$ cat config.mk
export PLATFORM = sky130hd
export DESIGN_NAME = sobel_uart_tx
export DESIGN_NICKNAME = d
export VERILOG_FILES = /design/src/rtl/sobel_pkg.sv /design/src/rtl/sobel_sync_fifo.sv /design/src/rtl/sobel_uart_tx.sv
export SDC_FILE = /design/constraint.sdc
export NUM_CORES = 1
export LEC_CHECK = 0
export CELL_PAD_IN_SITES_DETAIL_PLACEMENT = 0
export CELL_PAD_IN_SITES_GLOBAL_PLACEMENT = 1
export CORE_MARGIN = 4
export CORE_UTILIZATION = 57
export CTS_CLUSTER_SIZE = 28
export DETAILED_ROUTE_END_ITERATION = 10
export PLACE_DENSITY_LB_ADDON = 0.1
export SETUP_SLACK_MARGIN = 0.5
export SLEW_MARGIN = 0
export SYNTH_ARGS = -nofsm -noshare
export SYNTH_HDL_FRONTEND = slang
export SYNTH_HIERARCHICAL = 1
export SYNTH_SLANG_ARGS = --single-unit
$ cat constraint.sdc
create_clock -name sys_clk -period 6 [get_ports sys_clk]
set_clock_uncertainty 0.15 [all_clocks]
set_input_delay 1.2 -clock sys_clk [delete_from_list [all_inputs] [get_ports sys_clk]]
set_output_delay 1.2 -clock sys_clk [all_outputs]
set_load 0.01 [all_outputs]
$ cat src/rtl/sobel_pkg.sv
// Shared types and constants for the Sobel UART transmit stage.
// Holds the transmit FSM state enum, UART frame constants and the baud divider helper.
package sobel_pkg;

  typedef enum logic [1:0] {
    ST_IDLE,
    ST_START,
    ST_DATA,
    ST_STOP
  } tx_state_t;

  localparam logic UART_START_BIT = 1'b0;
  localparam logic UART_STOP_BIT  = 1'b1;
  localparam int   UART_DATA_BITS = 8;

  function automatic int baud_cnt_max(input int clk_freq, input int baud);
    return clk_freq / baud;
  endfunction

endpackage

$ cat src/rtl/sobel_sync_fifo.sv
// Small synchronous FIFO with registered count/full/empty.
// Read data is registered at the pop edge and is valid in the following cycle.
module sobel_sync_fifo #(
  parameter int WIDTH = 8,
  parameter int DEPTH = 16
) (
  input  logic                   i_clk,
  input  logic                   i_rst,
  input  logic                   i_wr_en,
  input  logic [WIDTH-1:0]       i_wr_data,
  input  logic                   i_rd_en,
  output logic [WIDTH-1:0]       o_rd_data,
  output logic [$clog2(DEPTH):0] o_count,
  output logic                   o_full,
  output logic                   o_empty
);

  localparam int AW = $clog2(DEPTH);

  logic [WIDTH-1:0] r_mem [DEPTH];
  logic [AW-1:0]    r_wr_ptr;
  logic [AW-1:0]    r_rd_ptr;
  logic [AW:0]      r_count;
  logic [WIDTH-1:0] r_rd_data;
  logic             w_push;
  logic             w_pop;

  assign o_full    = (r_count == (AW+1)'(DEPTH));
  assign o_empty   = (r_count == '0);
  assign o_count   = r_count;
  assign o_rd_data = r_rd_data;
  assign w_push    = i_wr_en && !o_full;
  assign w_pop     = i_rd_en && !o_empty;

  // Storage needs no reset; the pointers alone define what is valid.
  always_ff @(posedge i_clk) begin
    if (w_push) begin
      r_mem[r_wr_ptr] <= i_wr_data;
    end
  end

  always_ff @(posedge i_clk) begin
    if (i_rst) begin
      r_wr_ptr  <= '0;
      r_rd_ptr  <= '0;
      r_count   <= '0;
      r_rd_data <= '0;
    end else begin
      if (w_push) begin
        r_wr_ptr <= r_wr_ptr + 1'b1;
      end
      if (w_pop) begin
        r_rd_data <= r_mem[r_rd_ptr];
        r_rd_ptr  <= r_rd_ptr + 1'b1;
      end
      r_count <= r_count + {{AW{1'b0}}, w_push} - {{AW{1'b0}}, w_pop};
    end
  end

endmodule

$ cat src/rtl/sobel_uart_tx.sv
// Buffers the Sobel gradient byte stream and serialises it as 8N1 UART frames.
// Optional binarisation at write time is enabled by defining SOBEL_TX_THRESH_EN.
module sobel_uart_tx
  import sobel_pkg::*;
#(
  parameter int         CLK_FREQ   = 50_000_000,
  parameter int         BAUD       = 9600,
  parameter int         FIFO_DEPTH = 16,
  parameter logic [7:0] THRESH     = 8'd128
) (
  input  logic       sys_clk,
  input  logic       sys_rst,
  input  logic [7:0] pi_data,
  input  logic       pi_flag,
  output logic       tx,
  output logic       busy,
  output logic       overflow
);

  localparam int BCM = baud_cnt_max(CLK_FREQ, BAUD);
  localparam int CW  = (BCM > 1) ? $clog2(BCM) : 1;
  localparam int FCW = $clog2(FIFO_DEPTH) + 1;
  localparam int BIW = $clog2(UART_DATA_BITS);

`ifdef SOBEL_TX_THRESH_EN
  localparam bit THRESH_EN = 1'b1;
`else
  localparam bit THRESH_EN = 1'b0;
`endif

  tx_state_t                 r_state;
  tx_state_t                 w_state_next;
  logic [CW-1:0]             r_baud_cnt;
  logic [BIW-1:0]            r_bit_idx;
  logic [BIW-1:0]            w_bit_idx_next;
  logic [UART_DATA_BITS-1:0] r_shift;
  logic [UART_DATA_BITS-1:0] w_shift_next;
  logic                      r_tx;
  logic                      w_tx_next;
  logic                      r_overflow;
  logic                      w_bit_end;
  logic                      w_pop;
  logic [7:0]                w_wr_data;
  logic [7:0]                w_rd_data;
  logic [FCW-1:0]            w_count;
  logic                      w_full;
  logic                      w_empty;

  assign w_wr_data = THRESH_EN ? ((pi_data >= THRESH) ? 8'hFF : 8'h00) : pi_data;
  assign w_bit_end = (r_baud_cnt == CW'(BCM - 1));
  assign tx        = r_tx;
  assign overflow  = r_overflow;
  assign busy      = (r_state != ST_IDLE) || (w_count != '0);

  sobel_sync_fifo #(
    .WIDTH (8),
    .DEPTH (FIFO_DEPTH)
  ) u_fifo (
    .i_clk     (sys_clk),
    .i_rst     (sys_rst),
    .i_wr_en   (pi_flag && !w_full),
    .i_wr_data (w_wr_data),
    .i_rd_en   (w_pop),
    .o_rd_data (w_rd_data),
    .o_count   (w_count),
    .o_full    (w_full),
    .o_empty   (w_empty)
  );

  // The popped byte lands in w_rd_data one cycle later, so it is loaded at the end of START.
  always_comb begin
    w_state_next   = r_state;
    w_pop          = 1'b0;
    w_shift_next   = r_shift;
    w_bit_idx_next = r_bit_idx;
    case (r_state)
      ST_IDLE: begin
        if (!w_empty) begin
          w_pop        = 1'b1;
          w_state_next = ST_START;
        end
      end
      ST_START: begin
        if (w_bit_end) begin
          w_state_next   = ST_DATA;
          w_shift_next   = w_rd_data;
          w_bit_idx_next = '0;
        end
      end
      ST_DATA: begin
        if (w_bit_end) begin
          w_shift_next = r_shift >> 1;
          if (r_bit_idx == BIW'(UART_DATA_BITS - 1)) begin
            w_state_next = ST_STOP;
          end else begin
            w_bit_idx_next = r_bit_idx + 1'b1;
          end
        end
      end
      ST_STOP: begin
        if (w_bit_end) begin
          if (!w_empty) begin
            w_pop        = 1'b1;
            w_state_next = ST_START;
          end else begin
            w_state_next = ST_IDLE;
          end
        end
      end
      default: w_state_next = ST_IDLE;
    endcase

    case (w_state_next)
      ST_START: w_tx_next = UART_START_BIT;
      ST_DATA:  w_tx_next = w_shift_next[0];
      default:  w_tx_next = UART_STOP_BIT;
    endcase
  end

  always_ff @(posedge sys_clk) begin
    if (sys_rst) begin
      r_state    <= ST_IDLE;
      r_baud_cnt <= '0;
      r_bit_idx  <= '0;
      r_shift    <= '0;
      r_tx       <= UART_STOP_BIT;
      r_overflow <= 1'b0;
    end else begin
      r_state    <= w_state_next;
      r_bit_idx  <= w_bit_idx_next;
      r_shift    <= w_shift_next;
      r_tx       <= w_tx_next;
      r_overflow <= r_overflow | (pi_flag & w_full);
      if (r_state == ST_IDLE || w_bit_end) begin
        r_baud_cnt <= '0;
      end else begin
        r_baud_cnt <= r_baud_cnt + 1'b1;
      end
    end
  end

endmodule
-- Yosys cells after proc, flatten, opt, wreduce, memory -nomap -nowiden
Memory sizes are Yosys's and may differ from the RTL's. A register that Yosys moved wholly into a read port is not among the register bits.
Index checks and enable logic that the tools add are counted.
- register bits: 41
- memory bits (writable): 128
- input bits: 11
- output and inout port bits: 3
- logic and storage cells: 65
- memories kept: 1
- add/subtract/negate cells: 6
- eq/ne operators: 11
- muxes and demuxes: 20
- bitwise logic cells: 2
- reduce and logical (&&, ||, !) cells: 15
- memory list (name ; words ; width ; rd ports ; clocked after Yosys merged registers in ; wr ports ; line ; source):
    u_fifo.r_mem ; 16 ; 8 ; 1 ; 1 ; 1 ; sobel_sync_fifo.sv:20 ; logic [WIDTH-1:0] r_mem [DEPTH];
- operators with widths (cell ; count):
    2-to-1 mux 8 bit ; 2
    case mux 8 bit (2 select lines) ; 1
    adder 13 x 1 -> 13 bit (second input constant) ; 1
    == test 13 bit (second input constant) ; 1
    2-to-1 mux 2 bit ; 5
    2-to-1 mux 3 bit ; 3
    adder 4 x 1 -> 4 bit (second input constant) ; 2
    case mux 2 bit (4 select lines) ; 1
    == test 2 bit (second input constant) ; 3
    inequality test 2 bit (second input constant) ; 3
    case mux 3 bit (2 select lines) ; 1
    adder 5 x 1 -> 5 bit ; 1
    == test 5 bit (second input constant) ; 1
    logical NOT 5 bit ; 1
    2-to-1 mux 1 bit ; 5
    nonzero test 5 bit ; 1
    subtractor 5 x 1 -> 5 bit ; 1
    == test 2 x 1 -> 1 bit (second input constant) ; 2
    case mux 1 bit (2 select lines) ; 2
    AND reduction 4 bit ; 1
    nonzero test 2 bit ; 2
    adder 3 x 1 -> 3 bit (second input constant) ; 1
    == test 3 bit (second input constant) ; 1
    logical AND 1 bit ; 3
    7 further kinds ; 9

-- Logic depth before layout (Yosys ltp)
Gate-level depths: netlist of run 1.
- depth in word-level cells: 6
- depth in mapped cells: 16
- depth with buffers taken out: 15

-- Modules after synthesis
The synthesis of run 1 kept the hierarchy.
- by module, submodules not included (module ; instances ; cells an instance ; area an instance (um^2) ; seq. area each (um^2)):
    sobel_sync_fifo ; 1 ; 319 ; 5968.2 ; 4264.1
    sobel_uart_tx ; 1 ; 162 ; 1435.1 ; 560.5

-- Least setup slack after synthesis of run 1
OpenSTA, ideal clock, no wires.
- path type: reg-to-reg
- start: register r_baud_cnt[0]
- end: register u_fifo.r_count[4] (netlist: u_fifo/o_count[4])
- library setup time: 70 ps
- arrival: 3352 ps
- required time: 5780 ps
- path slack: 2428 ps
- cell stages (with the launch flop): 16
- path buffers: 0
- period minus slack after synthesis: 3572 ps
- cells stage by stage: dfxtp_1 -> ha_1 -> or4bb_4 -> nor3_1 -> a21oi_1 -> nor3_1 -> nand2_2 -> inv_1 -> ha_1 -> inv_1 -> ha_1 -> fa_1 -> a21oi_1 -> nor2_1 -> or3_1 -> a21oi_1
- word-level cells in the longest chain between the ends: 5
- ends and longest elaborated chain (element ; line ; source):
    start, declared ; sobel_uart_tx.sv:33 ; logic [CW-1:0] r_baud_cnt;
    start signal, assigned ; sobel_uart_tx.sv:137 ; r_baud_cnt <= r_baud_cnt + 1'b1;
    == test 13 bit ; sobel_uart_tx.sv:50 ; assign w_bit_end = (r_baud_cnt == CW'(BCM - 1));
    2-to-1 mux 1 bit ; sobel_uart_tx.sv:101 ; if (w_bit_end) begin
    case mux 1 bit (2 select lines) ; sobel_uart_tx.sv:76 ; case (r_state)
    via w_pop ; sobel_uart_tx.sv:42 ; logic w_pop;
    logical AND 1 bit ; sobel_sync_fifo.sv:33 ; assign w_pop = i_rd_en && !o_empty;
    via u_fifo.w_pop ; sobel_sync_fifo.sv:26 ; logic w_pop;
    subtractor 5 x 1 -> 5 bit ; sobel_sync_fifo.sv:56 ; r_count <= r_count + {{AW{1'b0}}, w_push} - {{AW{1'b0}}, w_pop};
    end signal, assigned ; sobel_sync_fifo.sv:56 ;
    end, declared ; sobel_sync_fifo.sv:23 ; logic [AW:0] r_count;
The timed path passes the listed nets, and every way through them passes these cells.
A chain may end at the register's enable or synchronous reset.

-- Final worst setup path of run 1
Ends and elaborated chain as after synthesis.

==> results of run 1 <==
-- registers in the layout, indices dropped and copies added (netlist names), 2 cells and up --
name              flops
u_fifo/r_mem        128
r_baud_cnt           13
r_shift               8
u_fifo/o_rd_data      8
u_fifo/o_count        5
u_fifo/r_rd_ptr       4
u_fifo/r_wr_ptr       4
r_bit_idx             3
r_state               2
-- worst max path at each step --
stage / start / endpoint / slack (ps) / cells past startpoint
final: r_baud_cnt[0] / u_fifo/o_count[4] / 1810 / 15
after global routing: r_baud_cnt[0] / u_fifo/o_count[4] / 1520 / 15
after CTS: r_baud_cnt[0] / u_fifo/o_count[4] / 1820 / 15
after detailed placement: r_baud_cnt[0] / u_fifo/o_count[4] / 1840 / 15
after global placement: pi_flag / u_fifo/o_count[4] / 1950 / 12
after floorplan: r_baud_cnt[0] / u_fifo/o_count[4] / 2430 / 15
-- per-stage QoR --
stage	power (mW)	hold slack, ps	area (um2)
finish	3.271	307.3	8334
global route	3.428	328.7	8334
CTS	3.303	307.6	8334
detailed placement	2.078	298.2	7661
global placement	2.068	289.0	7661
floorplan	1.925	276.1	7403
-- Yosys cell counts, types with 2 or more instances --
master    instances
mux4_1            6
o221ai_1          8
ha_1             20
nand2_1          20
nor2_1           39
nand3b_1          9
dfxtp_1          49
nor2b_1           4
clkbuf_1          9
xnor2_1           7
and2_1            2
buf_6             3
a22o_1            7
xor2_1           12
mux2i_1          17
nand3_1          14
a21oi_1          18
edfxtp_1        128
or4b_4            2
inv_1            17
mux4_2           26
nand2b_1          3
buf_2             8
a22oi_1           2
or3_1             5
nor3_1            7
o21ai_0           3
nand4_1           4
and3_1            4
and4_1            3
-- worst reg2reg max path, stage by stage (launching register included) --
cell,delay [ps]
dfxtp_1,400
ha_1,270
or4bb_4,490
nor3_1,480
a21oi_1,140
nor3_1,250
nand2_2,230
inv_1,220
ha_1,160
inv_1,40
ha_1,190
fa_1,410
a21oi_1,150
nor2_1,70
or3_1,350
a21oi_1,140
-- metal layers --
layer  vias up  global-route usage
met5         -                   0
met3        23             0.03807
met1      2010              0.2868
li1       1879                   -
met4         0             0.07703
met2        99              0.3066
-- cell type report --
class | instances | area, um2 | share of cell area
clock inverters | 15 | 247.7 | 0.02973
well taps | 172 | 215.2 | 0.02582
repair buffers | 19 | 175.2 | 0.02102
flip-flops and latches | 177 | 4826 | 0.5790
clock buffers | 17 | 425.4 | 0.05104
multi-input cells | 264 | 2381 | 0.2857
inverters | 17 | 63.81 | 0.007657
-- cells by family after synthesis --
logic type | share of synthesized area
compound gates | 0.04394
flops | 0.6517
mux | 0.1234
simple gates | 0.09532
fa+ha+maj | 0.03651
buf+inv | 0.02670
xor+xnor | 0.02248
-- power breakdown --
part / internal, mW / total, mW / switching, mW
logic: 0.263 / 0.598 / 0.335
registers: 1.40 / 1.45 / 0.0491
clock network: 0.754 / 1.22 / 0.471
==> results.cfg, run 1 <==
[timing]
clock.fmax_mhz = 238.9
period_needed_ps = 4185
fin_ws_ps = 1815
slew_viol_final = 0
hold_viol = 0
setup_tns_ps = 0
setup_viol = 0
tightest_slew_ps = 1193
rsz0062_at_grt = no
post-route-period-util = 0.6976
slew-limit-headroom = 0.1989

[final_layout]
final_common_cell = edfxtp_1
final_cells = 681
finalNetCount = 528
num-fill-cells = 929
layout_common_cells = edfxtp_1 (128), dfxtp_1 (48), nor2_1 (39)
syn_to_final_growth_pct = 12.57
final_core_util = 0.6577
antennaDiodeCount = 0
drive_gt1_frac = 0.1434

[flow_run]
drv_cap = 0

[global_routing]
grt_pass1_wl_um = 21980
grt_pass1_vias = 4032
antenna_found_initial = 0
grt.total_usage = 0.1997
grt_max_degree = 36
grt-ovfl-total = 0

[placed_design]
io_buffers = 13
place.gp.congestion = 0.7818
dp_cells = 649
hpwlAfterDp_um = 8643
pre_cts_ws_ps = 1838

[worst_setup_path]
path_cells = ha_1, or4bb_4, nor3_1, a21oi_1, nor3_1, nand2_2, inv_1, ha_1, inv_1, ha_1, fa_1, a21oi_1, nor2_1, or3_1, a21oi_1
r2r_setup_slack_ps = 1810
reg2reg_to = u_fifo/o_count[4]
critPathRequiredTime_ps = 6200
r2r-start = r_baud_cnt[0]
cp_max_fo = 13
slowest_stage = or4bb_4
crit_path_end_kind = register
crit_arrival_ps = 4390
r2r_cells = 15
cpPeakStageDelay_ps = 490
critPathKind = reg -> reg
crit_family = simple AND/OR/NAND/NOR gates
critPathLaunchType = register
crit_buf_inv = 2

[status]
outcome = finished, final reports clean

[synthesis]
netlist_instances = 481
ys.flop_type = edfxtp_1
synthArstFlopShare = 0
synth-edff-count = 128
synth_nets = 513
avgSynthCellArea_um2 = 15.39
ys_types = 55
synth_area_leaders = edfxtp_1 (52%), dfxtp_1 (13%), mux4_2 (7.9%), ha_1 (3.4%), mux2i_1 (2.3%)
yosys_warnings = 6
yosysTopAreaCell = edfxtp_1
ys_ff_latch = 177
synth_area_um2 = 7403
synth.top_cell.area_share = 0.5192
synth_seq_area_share = 0.6517

[detailed_routing]
highest_layer = met4
vias = 4011
met3_length_um = 591
finalWirelength_um = 13640
drt-met1-wl_um = 6176
firstDrtPassIters = 5
wl_per_cell_um = 20.03
wl_met2_um = 6573
vias_per_cell = 5.890
drc_errors = 0
ant_nets = 0
drt-initial-drc-count = 365

[cts]
insertion_delay_ps = 420
cts_sinks = 177
holdBufCountCts = 0
clk_pin_slew_ps = 70
cts_setup_buffers = 0
htree_levels = 4
root_buffer = clkbuf_16
cts_resized = 0
cts_tree = built
cts_max_path_buffers = 2
cts_made_buffers = 17

[power]
power.density_nw_per_um2 = 392.5
leakage_nw = 2.756
ir_drop_v = 0.0003250

[floorplanning]
core_area_um2 = 12670
initial_utilization = 0.5843
die_w_um = 122.0
dieArea_um2 = 14880
ios = 14
fp.dieH_um = 122.0
fp-row-count = 41

[worst_hold_path]
hold_depth = 2
min_from = r_shift[6]
hold_path_class = reg -> reg
hold_end = r_shift[6]
Power figures use the tool's default switching activity.
==> run 2, diff against run 1 <==
--- a/config.mk
+++ b/config.mk
@@ -8,7 +8,7 @@
 export CELL_PAD_IN_SITES_DETAIL_PLACEMENT = 0
 export CELL_PAD_IN_SITES_GLOBAL_PLACEMENT = 1
 export CORE_MARGIN = 4
-export CORE_UTILIZATION = 57
+export CORE_UTILIZATION = 53
 export CTS_CLUSTER_SIZE = 28
 export DETAILED_ROUTE_END_ITERATION = 10
 export PLACE_DENSITY_LB_ADDON = 0.1
==> constraint.sdc (replaced) <==
create_clock -name sys_clk -period 4.2 [get_ports sys_clk]
set_clock_uncertainty 0.15 [all_clocks]
set_input_delay 0.84 -clock sys_clk [delete_from_list [all_inputs] [get_ports sys_clk]]
set_output_delay 0.84 -clock sys_clk [all_outputs]
set_load 0.01 [all_outputs]
==> run 2 against run 1 <==
Effect of this change:
- sequential power up 44%
- global-route usage down 1.6 points
- worst setup slack worse by 1100 ps
- total power up 33%
- utilization down 4.1 points
- die area up 7.0%
- critical path type unchanged
- highest routed layer unchanged
==> results.cfg, run 2 (same netlist as run 1, synthesis figures left out) <==
[cts]
htree_levels = 4
root_buffer = clkbuf_16
cts_made_buffers = 17
cts_max_path_buffers = 2
insertion_delay_ps = 420
clk_pin_slew_ps = 60
cts_sinks = 177
cts_tree = built

[worst_setup_path]
crit_buf_inv = 2
critPathLaunchType = register
crit_path_start = r_baud_cnt[0]
cpPeakStageDelay_ps = 500
critPathKind = reg -> reg
cpMostUsedCell = a21oi_1
crit_family = simple AND/OR/NAND/NOR gates
cp.depth = 15
critPathRequiredTime_ps = 4380
r2r-start = r_baud_cnt[0]
r2r_cells = 15
cp_max_fo = 6
r2r_setup_slack_ps = 710
path_cells = ha_4, or4bb_4, nor3_4, a21oi_1, nor3_2, nand2_2, inv_2, ha_1, inv_1, ha_1, fa_1, a21oi_1, nor2_1, or3_1, a21oi_1
reg2reg_to = u_fifo/o_count[4]
slowest_stage = or4bb_4
crit_arrival_ps = 3670
crit_path_end_kind = register
endpoint = u_fifo/o_count[4]

[final_layout]
largest_reg_flops = 128
antennaDiodeCount = 0
fin_area_um2 = 8303
finalNetCount = 540
final_core_util = 0.6172
largest_register = u_fifo/r_mem
final_cells = 695
largestRegisters = u_fifo/r_mem x128, r_baud_cnt x13
num-fill-cells = 1031
drive_gt1_frac = 0.1657
final_common_cell = edfxtp_1
layout_common_cells = edfxtp_1 (128), dfxtp_1 (47), nor2_1 (39)
syn_to_final_growth_pct = 12.15

[global_routing]
top_usage_layer = met2
grt.total_usage = 0.1835
grt_pass1_wl_um = 22110
grt_pass1_vias = 4010
grt_max_degree = 35
antenna_found_initial = 0
grt-ovfl-total = 0
use_met1 = 0.2573
grtUsageMet3 = 0.04615
use_met2 = 0.2879

[timing]
fin_ws_ps = 711.8
clock.fmax_mhz = 286.7
hold_viol = 0
setup_tns_ps = 0
setup_viol = 0
rsz0062_at_grt = no
hold_slack_ps = 308.3
tightest_slew_ps = 919.7
slew_viol_final = 0
period_needed_ps = 3488
slew-limit-headroom = 0.3846
post-route-period-util = 0.8305

[detailed_routing]
vias = 3986
drc_errors = 0
wl_per_cell_um = 19.85
finalWirelength_um = 13800
drt-initial-drc-count = 268
vias_per_cell = 5.735
ant_nets = 0
firstDrtPassIters = 5

[placed_design]
placed_area_um2 = 7757
pre_cts_ws_ps = 403.7
dp_cells = 665
io_buffers = 13
place.gp.congestion = 0.7797
hpwlAfterDp_um = 8807

[floorplanning]
die_w_um = 126.2
fp-row-count = 42
fp.dieH_um = 126.2
ios = 14
initial_utilization = 0.5503
dieArea_um2 = 15920
core_area_um2 = 13450

[power]
ir_drop_v = 0.0004101
power_mw = 4.353
leakage_nw = 2.761
power.density_nw_per_um2 = 524.2

[worst_hold_path]
hold_path_class = reg -> reg

[flow_run]
drv_cap = 0

[status]
outcome = finished, final reports clean
## run 2: cell types whose count changed in the layout (fill, tap and decap cells not counted), sizes merged
cell	change
buf	+12
bufinv	-5
clkbuf	+2
clkinvlp	+1
## run 2: final cells by class
type / instances / area [um2] / area share
clock buffer: 19 / 432.9 / 0.05214
clock inverter: 11 / 83.83 / 0.01010
inverter: 17 / 63.81 / 0.007685
multi-input combinational: 264 / 2410 / 0.2902
sequential: 177 / 4827 / 0.5814
tap: 176 / 220.2 / 0.02652
timing repair buffer: 31 / 265.3 / 0.03195
## run 2: how the worst min path moves through the flow
stage / cells after the start / slack [ps] / start / endpoint
2_1_floorplan: 2 / 280 / r_shift[7] / r_shift[7]
3_3_place_gp: 2 / 290 / r_shift[7] / r_shift[7]
3_5_place_dp: 2 / 300 / r_shift[1] / r_shift[1]
4_1_cts: 2 / 310 / r_shift[2] / r_shift[2]
5_1_grt: 2 / 330 / r_shift[1] / r_shift[1]
6_report: 2 / 310 / r_shift[2] / r_shift[2]
## run 2: routing by layer
layer  up-vias  wire [um]
li1       1897          -
met1      2016       6301
met2        62       6846
met3        11        482
met4         0        166
met5         -          0
## run 2: where the power goes
part / switching (mW) / internal [mW]
logic: 0.464 / 0.397
registers: 0.0948 / 2.00
clock network: 0.640 / 0.757
total: 1.20 / 3.15
## run 2: repair_timing
item                       in CTS  in global routing
setup endpoints to repair       1                  1
pin swaps                       0                  0
hold buffers                    0                  0
setup buffers                   0                  0
resized for setup               2                  4
## run 2: worst register-to-register path, stage by stage, from the launching register on
cell	delay, ps
dfxtp_1	420
ha_4	190
or4bb_4	500
nor3_4	230
a21oi_1	110
nor3_2	170
nand2_2	80
inv_2	100
ha_1	140
inv_1	40
ha_1	190
fa_1	410
a21oi_1	140
nor2_1	60
or3_1	340
a21oi_1	140
==> run 3, diff against run 2 <==
--- a/config.mk
+++ b/config.mk
@@ -8,7 +8,7 @@
 export CELL_PAD_IN_SITES_DETAIL_PLACEMENT = 0
 export CELL_PAD_IN_SITES_GLOBAL_PLACEMENT = 1
 export CORE_MARGIN = 4
-export CORE_UTILIZATION = 53
+export CORE_UTILIZATION = 48
 export CTS_CLUSTER_SIZE = 28
 export DETAILED_ROUTE_END_ITERATION = 10
 export PLACE_DENSITY_LB_ADDON = 0.1
==> constraint.sdc (replaced) <==
create_clock -name sys_clk -period 3.2 [get_ports sys_clk]
set_clock_uncertainty 0.15 [all_clocks]
set_input_delay 0.64 -clock sys_clk [delete_from_list [all_inputs] [get_ports sys_clk]]
set_output_delay 0.64 -clock sys_clk [all_outputs]
set_load 0.01 [all_outputs]
==> run 3 against run 2 <==
Effect of this change:
- final cell count up 5.3%
- via count rose by 3.0%
- count of clock-buffer cells in the layout is the same
- first-iteration DRC count grew 17%
- highest routed layer unchanged
- clock power grew 35%
- die area increased by 9.7%
- fmax is 9.2% higher
- final area grew 3.5%
- non-clock buffer count increased by 23
==> results.cfg, run 3 (same netlist as run 1, synthesis figures left out) <==
[status]
outcome = finished, final reports clean

[final_layout]
drive_gt1_frac = 0.2298
syn_to_final_growth_pct = 16.09
layout_common_cells = edfxtp_1 (128), dfxtp_1 (44), buf_4 (40)
antennaDiodeCount = 0
final_cells = 732
num-fill-cells = 1195
final_core_util = 0.5675
largest_reg_flops = 128
final_common_cell = edfxtp_1
largest_register = u_fifo/r_mem
largestRegisters = u_fifo/r_mem x128, r_baud_cnt x13
fin_area_um2 = 8594
finalNetCount = 563

[power]
pwr-share-clk = 0.317
power.density_nw_per_um2 = 695.4
swShare = 0.2825
ir_drop_v = 0.0004074
power.internal_mw = 4.288
combPwrFrac = 0.228
seq_power_share = 0.455
switchingPower_mw = 1.688
power_mw = 5.976
leakage_nw = 2.901

[global_routing]
grt_max_degree = 35
antenna_found_initial = 0
grt_pass1_wl_um = 23200
grt.total_usage = 0.1744
grt-ovfl-total = 0
grt_pass1_vias = 4169

[detailed_routing]
drt-met1-wl_um = 6530
vias = 4105
wl_per_cell_um = 19.53
highest_layer = met4
wl_met2_um = 7206
met3_length_um = 430
finalWirelength_um = 14300
ant_nets = 0
firstDrtPassIters = 4
drt-initial-drc-count = 314
drc_errors = 0
vias_per_cell = 5.608

[placed_design]
pre_cts_ws_ps = -59.25
dp_cells = 696
place.gp.congestion = 0.7666
io_buffers = 13
hpwlAfterDp_um = 9380
placed_area_um2 = 8009

[timing]
slew_viol_final = 0
clock.fmax_mhz = 313.2
hold_viol = 0
setup_tns_ps = 0
period_needed_ps = 3193
post-route-period-util = 0.9978
slew-limit-headroom = 0.5668
tightest_slew_ps = 647.8
rsz0062_at_grt = yes
setup_viol = 0
fin_ws_ps = 7.017
hold_slack_ps = 305.1

[worst_hold_path]
min_from = r_shift[7]
hold_path_class = reg -> reg
hold_depth = 2
hold_end = r_shift[7]

[worst_setup_path]
cp_max_fo = 2
r2r-start = r_baud_cnt[1]
r2r_cells = 15
crit_path_end_kind = register
critPathKind = reg -> reg
critPathRequiredTime_ps = 3390
reg2reg_to = u_fifo/o_count[4]
crit_arrival_ps = 3380
r2r_setup_slack_ps = 7
critPathLaunchType = register

[cts]
htree_levels = 4
cts_tree = built
cts_made_buffers = 17
root_buffer = clkbuf_16
cts_sinks = 177
cts_max_path_buffers = 2
insertion_delay_ps = 430
clk_pin_slew_ps = 60

[floorplanning]
fp-row-count = 45
fp.dieH_um = 132.2
ios = 14
dieArea_um2 = 17470
initial_utilization = 0.4888
die_w_um = 132.2
core_area_um2 = 15150

[flow_run]
drv_cap = 0
[run 3: cell types whose count changed in the layout (fill, tap and decap cells not counted), moves of 2 or more]
cell,previous run,this run
clkinv_1,0,2
dfxtp_2,2,5
dfxtp_1,47,44
a21oi_1,18,14
inv_1,16,14
buf_4,18,40
a21oi_2,0,4
inv_2,1,3
inv_8,1,3
ha_1,19,16
ha_4,1,4
[run 3: final cells by class]
cell class	count	area (um2)	share of cell area
clock buffer	19	432.9	0.05037
clock inverter	13	101.3	0.01179
inverter	17	63.81	0.007425
multi-input combinational	264	2480	0.2885
sequential	177	4831	0.5621
tap	188	235.2	0.02737
timing repair buffer	54	450.4	0.05241
[run 3: routing by layer]
| layer | vias to the layer above | GRT usage |
|---|---|---|
| met5 | - | 0 |
| li1 | 1953 | - |
| met2 | 53 | 0.2853 |
| met3 | 10 | 0.04733 |
| met1 | 2089 | 0.2360 |
| met4 | 0 | 0.03926 |
[run 3: worst max-delay path, cell delays in order, from the launching register on]
cell     delay, ps
dfxtp_2        350
ha_4           130
or4bb_4        470
nor3_4         220
a21oi_2         80
nor3_2         170
nand2_2         80
inv_2           80
ha_4           120
inv_2           30
ha_4           150
fa_2           350
a21oi_2        160
nor2_2          50
or3_4          360
a21oi_2        150
[run 3: how the worst max path moves through the flow]
stage / endpoint / slack, ps / cells after the start / startpoint
3_3_place_gp: u_fifo/o_count[4] / 20 / 12 / pi_flag
6_report: u_fifo/o_count[4] / 7 / 15 / r_baud_cnt[1]
5_1_grt: u_fifo/o_count[4] / -170 / 15 / r_baud_cnt[1]
4_1_cts: u_fifo/o_count[4] / 20 / 15 / r_baud_cnt[1]
3_5_place_dp: u_fifo/o_count[4] / -60 / 12 / pi_flag
2_1_floorplan: u_fifo/o_count[4] / -4 / 15 / r_baud_cnt[0]
[run 3: power groups by stage]
stage | logic (mW) | registers, mW | clock network (mW)
after floorplan | 0.941 | 2.74 | 0
after global placement | 1.28 | 2.76 | 0
after detailed placement | 1.30 | 2.77 | 0
after CTS | 1.37 | 2.72 | 1.94
after global routing | 1.51 | 2.74 | 2.06
final | 1.36 | 2.72 | 1.89
[run 3: timing repair]
item	CTS	global route
hold buffers	0	0
endpoints found under the setup margin	6	13
setup buffers	4	0
resized for setup	2	4
pin swaps	5	3
